===== config.mk =====
export PLATFORM = sky130hd
export DESIGN_NAME = ps2_rx_frame
export DESIGN_NICKNAME = d
export VERILOG_FILES = /design/src/rtl/ps2_rx_frame.sv
export SDC_FILE = /design/constraint.sdc
export NUM_CORES = 1
export LEC_CHECK = 0
export CORE_UTILIZATION = 38
export CTS_BUF_LIST = sky130_fd_sc_hd__clkbuf_8
export DETAILED_ROUTE_END_ITERATION = 12
export PLACE_DENSITY = 0.58
export SYNTH_ARGS = -nofsm -noshare
export SYNTH_HDL_FRONTEND = slang
export SYNTH_SLANG_ARGS = --single-unit
export TNS_END_PERCENT = 10

===== constraint.sdc =====
create_clock -name CLOCK_50 -period 4.3 [get_ports CLOCK_50]
set_input_delay 0.43 -clock CLOCK_50 [delete_from_list [all_inputs] [get_ports CLOCK_50]]
set_output_delay 0.43 -clock CLOCK_50 [all_outputs]
set_load 0.005 [all_outputs]

===== src/rtl/ps2_rx_frame.sv =====
// PS/2 device-to-host receiver.
// Synchronizes and deglitches the PS/2 pins and assembles 11-bit frames.
// Each good scan-code byte is emitted with a one-cycle strobe.
// Parity, stop-bit and inter-edge timeout faults produce error pulses;
// a faulty frame never updates received_data.
module ps2_rx_frame #(
    parameter int FILTER_LEN     = 8,
    parameter int TIMEOUT_CYCLES = 100000
) (
    input  logic       CLOCK_50,
    input  logic       reset_n,
    input  logic       PS2_CLK,
    input  logic       PS2_DAT,
    output logic [7:0] received_data,
    output logic       received_data_en,
    output logic       parity_error,
    output logic       frame_error,
    output logic       busy
);

    localparam int FLT_W = $clog2(FILTER_LEN + 1);
    localparam int TMO_W = $clog2(TIMEOUT_CYCLES);
    localparam logic [FLT_W-1:0] FLT_LAST = FLT_W'(FILTER_LEN - 1);
    localparam logic [TMO_W-1:0] TMO_LAST = TMO_W'(TIMEOUT_CYCLES - 1);

    typedef enum logic [1:0] {
        IDLE   = 2'd0,
        DATA   = 2'd1,
        PARITY = 2'd2,
        STOP   = 2'd3
    } state_t;

    // Odd parity: data plus parity bit must hold an odd number of ones.
    function automatic logic parity_ok(input logic [7:0] d, input logic p);
        return ^{d, p};
    endfunction

    logic             clk_sync_p0, clk_sync_p1;
    logic             dat_sync_p0, dat_sync_p1;
    logic [FLT_W-1:0] filt_cnt;
    logic             clk_filt, clk_prev;
    logic             fall, bit_in;

    state_t           state_q, state_d;
    logic [7:0]       shift_q, shift_d;
    logic [2:0]       bit_cnt_q, bit_cnt_d;
    logic             par_q, par_d;
    logic [TMO_W-1:0] tmo_q, tmo_d;
    logic [7:0]       data_d;
    logic             en_d, perr_d, ferr_d;

    // Two-flop synchronizers for both pins; idle bus level is high.
    always_ff @(posedge CLOCK_50) begin
        if (!reset_n) begin
            clk_sync_p0 <= 1'b1;
            clk_sync_p1 <= 1'b1;
            dat_sync_p0 <= 1'b1;
            dat_sync_p1 <= 1'b1;
        end else begin
            clk_sync_p0 <= PS2_CLK;
            clk_sync_p1 <= clk_sync_p0;
            dat_sync_p0 <= PS2_DAT;
            dat_sync_p1 <= dat_sync_p0;
        end
    end

    // Glitch filter: the filtered clock follows only after FILTER_LEN
    // consecutive disagreeing samples; any agreeing sample restarts the count.
    always_ff @(posedge CLOCK_50) begin
        if (!reset_n) begin
            filt_cnt <= '0;
            clk_filt <= 1'b1;
            clk_prev <= 1'b1;
        end else begin
            clk_prev <= clk_filt;
            if (clk_sync_p1 != clk_filt) begin
                if (filt_cnt == FLT_LAST) begin
                    clk_filt <= clk_sync_p1;
                    filt_cnt <= '0;
                end else begin
                    filt_cnt <= filt_cnt + FLT_W'(1);
                end
            end else begin
                filt_cnt <= '0;
            end
        end
    end

    assign fall   = clk_prev & ~clk_filt;
    assign bit_in = dat_sync_p1;
    assign busy   = (state_q != IDLE);

    // Next-state, shift/timeout bookkeeping and next output values.
    always_comb begin
        state_d   = state_q;
        shift_d   = shift_q;
        bit_cnt_d = bit_cnt_q;
        par_d     = par_q;
        tmo_d     = tmo_q;
        data_d    = received_data;
        en_d      = 1'b0;
        perr_d    = 1'b0;
        ferr_d    = 1'b0;

        // A fall always restarts the inter-edge timer, so it beats a timeout.
        if (state_q == IDLE || fall) begin
            tmo_d = '0;
        end else if (tmo_q == TMO_LAST) begin
            tmo_d   = '0;
            ferr_d  = 1'b1;
            state_d = IDLE;
            shift_d = '0;
        end else begin
            tmo_d = tmo_q + TMO_W'(1);
        end

        if (fall) begin
            case (state_q)
                IDLE: begin
                    if (!bit_in) begin
                        state_d   = DATA;
                        bit_cnt_d = '0;
                        shift_d   = '0;
                    end
                end
                DATA: begin
                    shift_d   = {bit_in, shift_q[7:1]};
                    bit_cnt_d = bit_cnt_q + 3'd1;
                    if (bit_cnt_q == 3'd7) begin
                        state_d = PARITY;
                    end
                end
                PARITY: begin
                    par_d   = bit_in;
                    state_d = STOP;
                end
                STOP: begin
                    state_d = IDLE;
                    if (!bit_in) begin
                        ferr_d = 1'b1;
                    end else if (!parity_ok(shift_q, par_q)) begin
                        perr_d = 1'b1;
                    end else begin
                        data_d = shift_q;
                        en_d   = 1'b1;
                    end
                end
                default: state_d = IDLE;
            endcase
        end
    end

    // State register.
    always_ff @(posedge CLOCK_50) begin
        if (!reset_n) begin
            state_q <= IDLE;
        end else begin
            state_q <= state_d;
        end
    end

    // Frame assembly registers and registered outputs.
    always_ff @(posedge CLOCK_50) begin
        if (!reset_n) begin
            shift_q          <= '0;
            bit_cnt_q        <= '0;
            par_q            <= 1'b0;
            tmo_q            <= '0;
            received_data    <= '0;
            received_data_en <= 1'b0;
            parity_error     <= 1'b0;
            frame_error      <= 1'b0;
        end else begin
            shift_q          <= shift_d;
            bit_cnt_q        <= bit_cnt_d;
            par_q            <= par_d;
            tmo_q            <= tmo_d;
            received_data    <= data_d;
            received_data_en <= en_d;
            parity_error     <= perr_d;
            frame_error      <= ferr_d;
        end
    end

endmodule


Yosys cells after proc, flatten, opt, wreduce, memory -nomap -nowiden
Index checks and enable logic that the tools add are counted.
{"block": "op_classes", "addsub": 3, "eq_ne": 8, "muxes": 20, "bitwise": 4, "n_reduce_logical": 12}
{"cell": "$mux W8", "n": 4}
{"cell": "$add A17 B1 Y17 const B", "n": 1}
{"cell": "$eq A17 B17 Y1 const B", "n": 1}
{"cell": "$pmux W8 S2", "n": 1}
{"cell": "$mux W2", "n": 5}
{"cell": "$reduce_xor A9 Y1", "n": 1}
{"cell": "$pmux W2 S4", "n": 1}
{"cell": "$reduce_and A4 Y1", "n": 2}
{"cell": "$mux W1", "n": 7}
{"cell": "$pmux W3 S2", "n": 1}
{"cell": "$reduce_or A3 Y1", "n": 2}
{"cell": "$add A4 B1 Y4 const B", "n": 1}
{"cell": "$eq A2 B2 Y1 const B", "n": 2}
{"cell": "$eq A4 B3 Y1 const B", "n": 1}
{"cell": "$reduce_and A2 Y1", "n": 2}
{"cell": "$reduce_bool A2 Y1", "n": 2}
{"cell": "$add A3 B1 Y3 const B", "n": 1}
{"cell": "$eq A3 B3 Y1 const B", "n": 1}
{"cell": "$mux W3", "n": 1}
{"cell": "$not A1 Y1", "n": 3}
{"cell": "$reduce_and A3 Y1", "n": 1}
{"cell": "$eq A2 B1 Y1 const B", "n": 1}
{"cell": "$logic_not A2 Y1", "n": 1}
{"cell": "$ne A2 B2 Y1 const B", "n": 1}
{"cell": "other kinds (3)", "n": 3}
{"block": "totals", "reg_bits": 52, "in_bits": 4, "out_inout_bits": 12}

Longest topological paths before layout
Gate-level depths: netlist of run 1.
{"block": "depth", "word_depth": 7, "ltp_mapped": 6, "depth_no_buf": 6}

Worst setup path after synthesis of run 1
OpenSTA, ideal clock, no wires.
{"block": "synth_path", "path_type": "register -> register", "start": "reg tmo_q[6]", "end": "reg tmo_q[15]", "setup_time_ps": 115, "arrival_time_ps": 1608, "required_time_ps": 4185, "setup_slack_ps": 2577, "path_stages_with_launch": 6, "path_buffers": 1, "period_less_slack_ps": 1723, "cell_sequence": "dfxtp_1 or4_4 nor4_4 nand3b_4 buf_6 nor2_1"}
{"block": "synth_between", "elab_chain_cells": 2, "word_cells_on_any_way": 3, "classes_between": "add/sub: 1; eq/ne: 1; reduce/logical: 1"}
{"item": "start: declaration", "line_no": "48", "source": "logic [TMO_W-1:0] tmo_q, tmo_d;"}
{"item": "start signal: assignment", "line_no": "177", "source": "tmo_q <= tmo_d;"}
{"item": "branches (longest 2 deep; another with $add A17 B1 Y17)"}
Several ways; the timed one is not identified.
A chain may end at the register's enable or synchronous reset.

Final worst setup path of run 1
{"block": "layout_path", "start": "reg state_q[1]", "end": "out busy"}
{"block": "layout_between", "elab_chain_cells": 1}
{"item": "start: declaration", "line_no": "44", "source": "state_t state_q, state_d;"}
{"item": "start signal: assignment", "line_no": "158", "source": "state_q <= state_d;"}
{"item": "$reduce_bool A2 Y1", "line_no": "91", "source": "assign busy = (state_q != IDLE);"}
{"item": "end: declaration", "line_no": "18", "source": "output logic busy"}
No other way between the ends.

==> results of run 1 <==
[metrics by stage]
stage          area, µm²  total power, mW  worst slack (ps)
5_1_grt             2580            0.868              2230
6_report            2580            0.828              2330
4_1_cts             2580            0.844              2320
3_3_place_gp        2470            0.514              2240
3_5_place_dp        2470            0.514              2200
2_1_floorplan       2270            0.506              2580
[cell usage in the layout, fill, tap and decap left out, types with 3 or more instances in the layout]
cell / n
dfxtp_1: 52
mux2i_1: 10
nand4b_1: 3
a21boi_0: 3
nor2b_1: 10
xnor2_1: 15
a21oi_1: 4
xor2_1: 7
or3_1: 3
o21ai_0: 6
nand3_1: 10
clkdlybuf4s50_1: 15
nand2_1: 28
ha_1: 4
and2_1: 3
a22oi_1: 7
nand2b_1: 7
clkbuf_8: 5
nor2_1: 25
inv_1: 7
[worst max-delay path: stages (launching register included)]
cell and delay [ps]:
dfxtp_1 560, or2_2 190, clkdlybuf4s50_1 490
[final cells by class]
cell class | count | area share (%)
multi-input cells | 172 | 45.0
flip-flops and latches | 52 | 40.4
repair buffers | 16 | 6.11
well taps | 72 | 3.49
clock buffers | 5 | 2.67
clock inverters | 3 | 1.50
inverters | 6 | 0.873
[power breakdown]
group	switching, mW	leakage [nW]	internal [mW]	total (mW)
combinational	0.00775	0.401	0.00865	0.0164
sequential	0.00175	0.420	0.484	0.486
clock	0.155	0.0593	0.171	0.326
[state kept, by name, summed over array words and instances, names as in the netlist, 2 cells and up]
signal / count
state_q: 2
filt_cnt: 4
bit_cnt_q: 3
shift_q: 8
tmo_q: 17
received_data: 8
[routing by layer]
metal / track usage (%) / vias up / wire length [µm]
met5: 0 / - / 0
met4: 7.09 / 0 / 77
met3: 3.10 / 7 / 95
met2: 22.4 / 18 / 1690
met1: 17.5 / 734 / 1850
li1: - / 837 / -
[final timing paths]
kind,start,end
worst max-delay path,state_q[1],busy
worst min-delay path,dat_sync_p0,bit_in
worst max register to register,tmo_q[5],tmo_q[10]
worst min register to register,dat_sync_p0,bit_in
[cell families after synthesis]
logic type | count (synthesis) | share of synthesized area, %
adder cells (fa/ha/maj) | 4 | 2.21
AND/OR/NAND/NOR | 110 | 27.7
AO/OA/AOI/OAI | 25 | 7.28
flip-flops | 52 | 45.9
multiplexers | 10 | 4.41
buffers and inverters | 16 | 3.03
XOR/XNOR | 23 | 9.54
==> metrics.txt, run 1 <==
status=finished clean; later-pin clock latency in the skew report=300 ps; vias per inst=4.90; Root Driver=clkbuf_8; DRT Wirelength=roughly 3700 µm; setup slack, reg-to-reg=2420 ps; Clock Pin Slew Worst Setup and Hold Paths=roughly 90 ps; f_max=508 MHz; die area=around 6300 µm²; DRC viols=0; DRT Pass-1 Iters=4; Die H=79.3 µm; Num Clock Sinks=52; Post-synth EDFFs=0; # port buffers=15; Initial Util=40.2%; initial antenna violation count=0; Max Root-Sink Buffers=2; Synth cell types=43; Util after Layout=45.7%; YS warnings=0; Post-Syn Area=2270 µm²; layout cell share with drive strength beyond 1=7.87%; CTS tree=built; vias after detailed routing=1596; count leader, synth=dfxtp_1; worst min path class=flip-flop to flip-flop; CORE AREA=5640 µm²; Cell Count Post-Placement=318; first-pass GRT wire length=6810 µm; Initial DRC Count=between 70 and 80; Overall Global Routing Usage=14.0%; row cnt=27; top cells by count, synth=dfxtp_1, nand2_1, nor2_1; DP HPWL=2570 µm; Setup-failing EPs final=0; worst clock skew=8.35 ps; IR drop worst, VDD=0.000140 V; CP startpoint kind=flip-flop; Fillers=roughly 530; Worst Tran Pin Value=820 ps; GP Congestion=roughly 0.71; Final Max Tran Viols=0; hold_ws=between 400 and 500 ps; hold path depth=1; Mean Syn Cell Area=9.46 µm²; post-synthesis cell count=240; post-synth top area share=45.9%; R2R cell count=4; largest net degree at the start of global routing=26; Seq cells post-synth=52; hold_buf cts=0; Max-slew headroom=45.2%; Net Count, Synth=248; Synth area leaders=dfxtp_1, xnor2_1, nand2_1; ANT nets after route=0; DIE WIDTH=about 79 µm; vias in the first global route=1530; diode count=0; area of the multi-input gates=approximately 1200 µm²; final std cells w/o fill=about 330; # resized after CTS=0; TritonCTS Buffers=5; pwr/cell area=roughly 320 nW/µm²; register area share after synthesis=around 46%; period utilisation layout=45.8%; Top Ports=16; Leak=between 0.8 and 0.9 nW; WP data required=around 3900 ps; crit path max fanout=12; critical path type=flip-flop to output pin; Final Hold Viols=0; Yosys top cell by area=dfxtp_1; fin nets=261; Tmin final=1970 ps; Layout area overhead=13.6%; post-CTS setup buffers=0; htree depth=2; Post-synth top flop=dfxtp_1; total grt overflow=0; Final TNS setup=0 ps; Setup crit end kind=output pin; WL/cell=11.4 µm; critical path data arrival time=1540 ps; Sequential Area=1040 µm²; RSZ-0062 raised after global routing=false; asr flop ratio synth=0%; MaxCap Viol Count=0
(Power assumes the default switching activity.)
==> inputs of run 2 (changes only) <==
PLACE_DENSITY = 0.6   (was 0.58)
clock period = 1.6 ns   (was 4.3 ns; I/O delays follow)
==> run 2 against run 1 <==
Effect of this change:
- the run now ends with negative setup slack left
- clock power grew to 2.7 times the previous value
- final area increased by 14%
- wire length rose by 6.4%
- combinational power rose to 2.9 times the previous value
- utilization grew 6.2 points
- global-route usage fell by 0.33 points
- hold slack gained 2.4 ps
- clock skew increased by 2.0 ps
- critical endpoint is now shift_q[5]
- largest cell class unchanged
- largest power group unchanged
- highest routed layer unchanged
==> metrics.txt, run 2 (synthesized netlist as in run 1, its figures left out) <==
status=finished with violations; violated checks=negative setup slack; Setup crit end kind=flip-flop; launching point of the worst reg2reg path=tmo_q[11]; Placed Instance Area=~2700 µm²; diode count=0; critical path type=flip-flop to flip-flop; first-pass GRT wire length=6640 µm; Worst Setup SP=tmo_q[11]; DIE WIDTH=roughly 79 µm; final std cells w/o fill=361; IR drop worst, VDD=around 0.00062 V; vias after detailed routing=1678; DRC viols=0; period utilisation layout=109%; fin nets=296; WL/cell=approximately 11 µm; worst slack, placed=-136 ps; clock network power share=between 30% and 40%; WP data required=1800 ps; Seq pwr share=58.3%; critical path data arrival time=1940 ps; CORE AREA=~5600 µm²; largest net degree at the start of global routing=~40; pwr/cell area=about 760 nW/µm²; htree depth=2; Clock Pin Slew Worst Setup and Hold Paths=around 90 ps; Die H=79.3 µm; largest reg by FF count=tmo_q; Max Root-Sink Buffers=2; worst min path class=flip-flop to flip-flop; Max-slew headroom=77.8%; Overall Global Routing Usage=13.6%; Initial Util=40.2%; crit path max fanout=7; Leak=1.10 nW; DRT Wirelength=3950 µm; initial antenna violation count=0; P_sw=0.453 mW; total grt overflow=0; ANT nets after route=0; Final Hold Viols=0; Final Instance Area=2930 µm²; biggest regs=tmo_q: 17 flops, received_data: 8 flops, shift_q: 8 flops; DRT Pass-1 Iters=4; Num Clock Sinks=between 50 and 60; Tmin final=1740 ps; TritonCTS Buffers=5; Setup-failing EPs final=27; post-route setup slack=-139 ps; Worst Tran Pin Value=329 ps; RSZ-0062 raised after global routing=true; row cnt=27; f_max=575 MHz; Root Driver=clkbuf_8; CP startpoint kind=flip-flop; Final Max Tran Viols=0; GP Congestion=between 0.7 and 0.8; Comb pwr share=2.1%; vias in the first global route=approximately 1400; Layout area overhead=29.0%; vias per inst=4.65; layout cell share with drive strength beyond 1=around 25%; Cell Count Post-Placement=approximately 350; hold_buf cts=0; commonest non-fill, non-tap cell in the layout=dfxtp_1; Initial DRC Count=slightly below 60; die area=6290 µm²; CTS tree=built; later-pin clock latency in the skew report=slightly above 300 ps; startpoint of the worst hold path=dat_sync_p0; Internal=1.78 mW; # port buffers=15; Net Sw Frac=between 20 and 25%; Top Ports=16; commonest cells after routing, fill and taps aside=dfxtp_1, buf_4, nand2_1; max reg flops=17; MaxCap Viol Count=0; worst clock skew=roughly 10 ps; DP HPWL=around 2700 µm
-- run 2: cell count changes in the layout (fill, tap and decap cells not counted), sizes merged --
cell,before,now
buf,1,36
clkdlybuf4s50,15,14
dlygate4sd2,0,1
-- run 2: stage by stage --
stage | total power, mW | utilization (%) | hold slack, ps | setup TNS (ps)
after floorplan | 1.36 | - | 261 | -1590
after global placement | 1.39 | 48.5 | 389 | -1200
after detailed placement | 1.38 | 48.5 | 392 | -1660
after CTS | 2.28 | 51.1 | 403 | -2300
after global routing | 2.33 | 51.9 | 414 | -3990
final | 2.24 | 51.9 | 411 | -1540
-- run 2: worst paths after layout --
check	endpoint	slack [ps]	depth (start not counted)
worst min-delay path	bit_in	410	1
worst min register to register	bit_in	410	1
worst max-delay path	shift_q[5]	-140	6
worst max register to register	shift_q[5]	-140	6
-- run 2: worst max-delay path, cell delays in order (launching register included) --
cell and delay (ps):
dfxtp_2 330, or4b_4 540, nor4_4 280, buf_4 180, a21boi_4 90, a22oi_1 150
nor2b_1 60
-- run 2: metal layers --
metal / share of wire [%] / GRT usage, % / up-vias / routed length [µm]
met1: 53 / 18.2 / 749 / 2100
met4: 2.1 / 7.09 / 0 / 81
li1: - / - / 903 / -
met5: 0 / 0 / - / 0
met2: 42 / 20.3 / 18 / 1680
met3: 2.5 / 3.10 / 8 / 97
-- run 2: cell type report --
cell class	count	area [µm²]
fill	506	2710
inverter	6	22.5
clock inverter	3	38.8
clock buffer	5	68.8
multi-input combinational	172	1220
sequential	52	1050
timing repair buffer	51	432
tap	72	90.1
-- run 2: repair_timing --
item | CTS | global route
setup buffers | 2 | 0
gates resized for setup | 10 | 10
pin swaps | 12 | 5
setup endpoints to repair | 36 | 36
-- run 2: power by group through the flow --
stage / logic [mW] / clock network, mW / registers, mW
finish: 0.0479 / 0.885 / 1.30
global route: 0.0532 / 0.969 / 1.31
CTS: 0.0486 / 0.924 / 1.30
detailed placement: 0.0484 / 0 / 1.34
global placement: 0.0491 / 0 / 1.34
floorplan: 0.0255 / 0 / 1.34
==> inputs of run 3 (changes only) <==
CORE_ASPECT_RATIO = 0.5   (was not set)
==> run 3 against run 2 <==
Effect of this change:
- the flow still finishes with violations (negative setup slack)
- final cell count increased by 0.55%
- wire length up 12%
- final area down 0.21%
- sequential power about the same
- non-clock buffer count stayed put
- combinational power hardly changed
- setup slack lost 8.3 ps
- utilization increased by 0.18 points
- fmax shrank 0.48%
- sequential cell count unchanged
- count of clock-buffer cells in the layout unchanged
- register-to-register slack is essentially flat
- critical path type unchanged
- largest cell class unchanged
==> metrics.txt, run 3 (synthesized netlist as in run 1, its figures left out) <==
Root Driver=clkbuf_8; DIE WIDTH=111 µm; Final Hold Viols=0; biggest regs=tmo_q: 17 flops, received_data: 8 flops, shift_q: 8 flops; largest reg by FF count=tmo_q; Internal=about 1.6 mW; IR drop worst, VDD=about 0.00038 V; Clock Pin Slew Worst Setup and Hold Paths=100 ps; GP Congestion=0.790; hold_buf cts=0; initial antenna violation count=0; hold path endpoint=dat_sync_p0; die area=6300 µm²; ANT nets after route=0; later-pin clock latency in the skew report=310 ps; CORE AREA=5610 µm²; period utilisation layout=109%; Net Sw Frac=22.5%; Overall Global Routing Usage=15.7%; largest net degree at the start of global routing=29; cells along the critical path=or4b_4 -> nor4_4 -> buf_4 -> a21boi_4 -> a22oi_1 -> nor2b_1; crit path max fanout=7; hold_ws=411 ps; Comb pwr share=2.3%; commonest non-fill, non-tap cell in the layout=dfxtp_1; worst min path class=input port to flip-flop; first-pass GRT wire length=between 7000 and 8000 µm; WL/cell=between 10 and 15 µm; status=finished with violations; Util after Layout=between 50% and 60%; worst clock skew=9.22 ps; pwr/cell area=723 nW/µm²; # port buffers=15; final std cells w/o fill=about 360; Tmin final=around 1700 ps; Cell Count Post-Placement=350; layout cell share with drive strength beyond 1=26.6%; Setup-failing EPs final=30; vias per inst=4.86; P_sw=roughly 0.48 mW; Layout area overhead=28.7%; Final Max Tran Viols=0; Leak=1.09 nW; vias after detailed routing=1765; TritonCTS Buffers=5; setup slack, reg-to-reg=-150 ps; critical path type=flip-flop to flip-flop; launching point of the worst reg2reg path=tmo_q[11]; diode count=0; RSZ-0062 raised after global routing=true; critical path data arrival time=1960 ps; commonest cells after routing, fill and taps aside=dfxtp_1, buf_4, nand2_1; Top Ports=16; WP data required=1810 ps; r2r endpoint=shift_q[0]; critical path's largest stage delay=540 ps; violated checks=negative setup slack; Initial DRC Count=92; CP startpoint kind=flip-flop; Seq pwr share=a little over 60%; Num Clock Sinks=between 50 and 60; vias in the first global route=1723; Setup crit end kind=flip-flop; post-route setup slack=-147 ps; MaxCap Viol Count=0; fin nets=around 300; Slowest cell on crit path=or4b_4; Max-slew headroom=72.1%; Buffers & Inverters on Critical Path=1; overall power consumption=2.11 mW; DRC viols=0; max reg flops=17; hold path depth=2; row cnt=19; Die H=~57 µm; DRT Wirelength=4430 µm; startpoint of the worst hold path=PS2_DAT; total grt overflow=0; Top Family by Delay on Critical Path=simple AND/OR/NAND/NOR gates; clock network power share=35.9%; Worst Tran Pin Value=between 400 and 500 ps; htree depth=2; R2R cell count=6; DRT Pass-1 Iters=4; f_max=~570 MHz; CTS tree=built; Max Root-Sink Buffers=2; Initial Util=40.5%; DP HPWL=3060 µm
[run 3: power by group through the flow]
stage          Clock [mW]  Sequential (mW)  Combinational, mW
5_1_grt             0.841             1.31             0.0524
3_5_place_dp            0             1.34             0.0464
3_3_place_gp            0             1.34             0.0463
4_1_cts             0.788             1.31             0.0481
6_report            0.757             1.31             0.0476
2_1_floorplan           0             1.34             0.0255
[run 3: area by class of cell]
class                      instances  area [µm²]
fill                             512        2690
multi-input combinational        173        1240
sequential                        52        1050
timing repair buffer              51         420
tap                               73        91.3
clock buffer                       5        68.8
clock inverter                     3        23.8
inverter                           6        22.5
[run 3: routing by layer]
metal	wire (µm)	part of all wire, %	up-vias	GRT usage (%)
li1	-	-	911	-
met1	2110	48	819	19.3
met2	2130	48	27	26.7
met3	137	3.1	8	3.56
met4	60	1.4	0	6.56
met5	0	0	-	0
[run 3: worst max path at each step]
stage              start    endpoint  slack [ps]  cells past startpoint
2_1_floorplan  tmo_q[11]   tmo_q[16]        -110                      5
3_3_place_gp   tmo_q[11]   tmo_q[11]        -130                      4
3_5_place_dp   tmo_q[11]  shift_q[2]        -210                      5
4_1_cts        tmo_q[12]  state_q[1]        -150                      6
5_1_grt        tmo_q[11]  shift_q[0]        -240                      6
6_report       tmo_q[11]  shift_q[0]        -150                      6
[run 3: per-stage QoR]
stage	worst slack [ps]	cell area, µm²	TNS, ps
4_1_cts	-146	2890	-2630
5_1_grt	-241	2920	-4790
6_report	-147	2920	-2100
3_5_place_dp	-205	2710	-5090
3_3_place_gp	-126	2710	-3220
2_1_floorplan	-114	2270	-1590
[run 3: what timing repair did]
| action | 4_1_cts | 5_1_grt |
|---|---|---|
| setup endpoints to repair | 37 | 38 |
| buffers inserted | 4 | 0 |
| gates cloned | 1 | 0 |
| resized for setup | 12 | 9 |
| pin swaps | 11 | 4 |
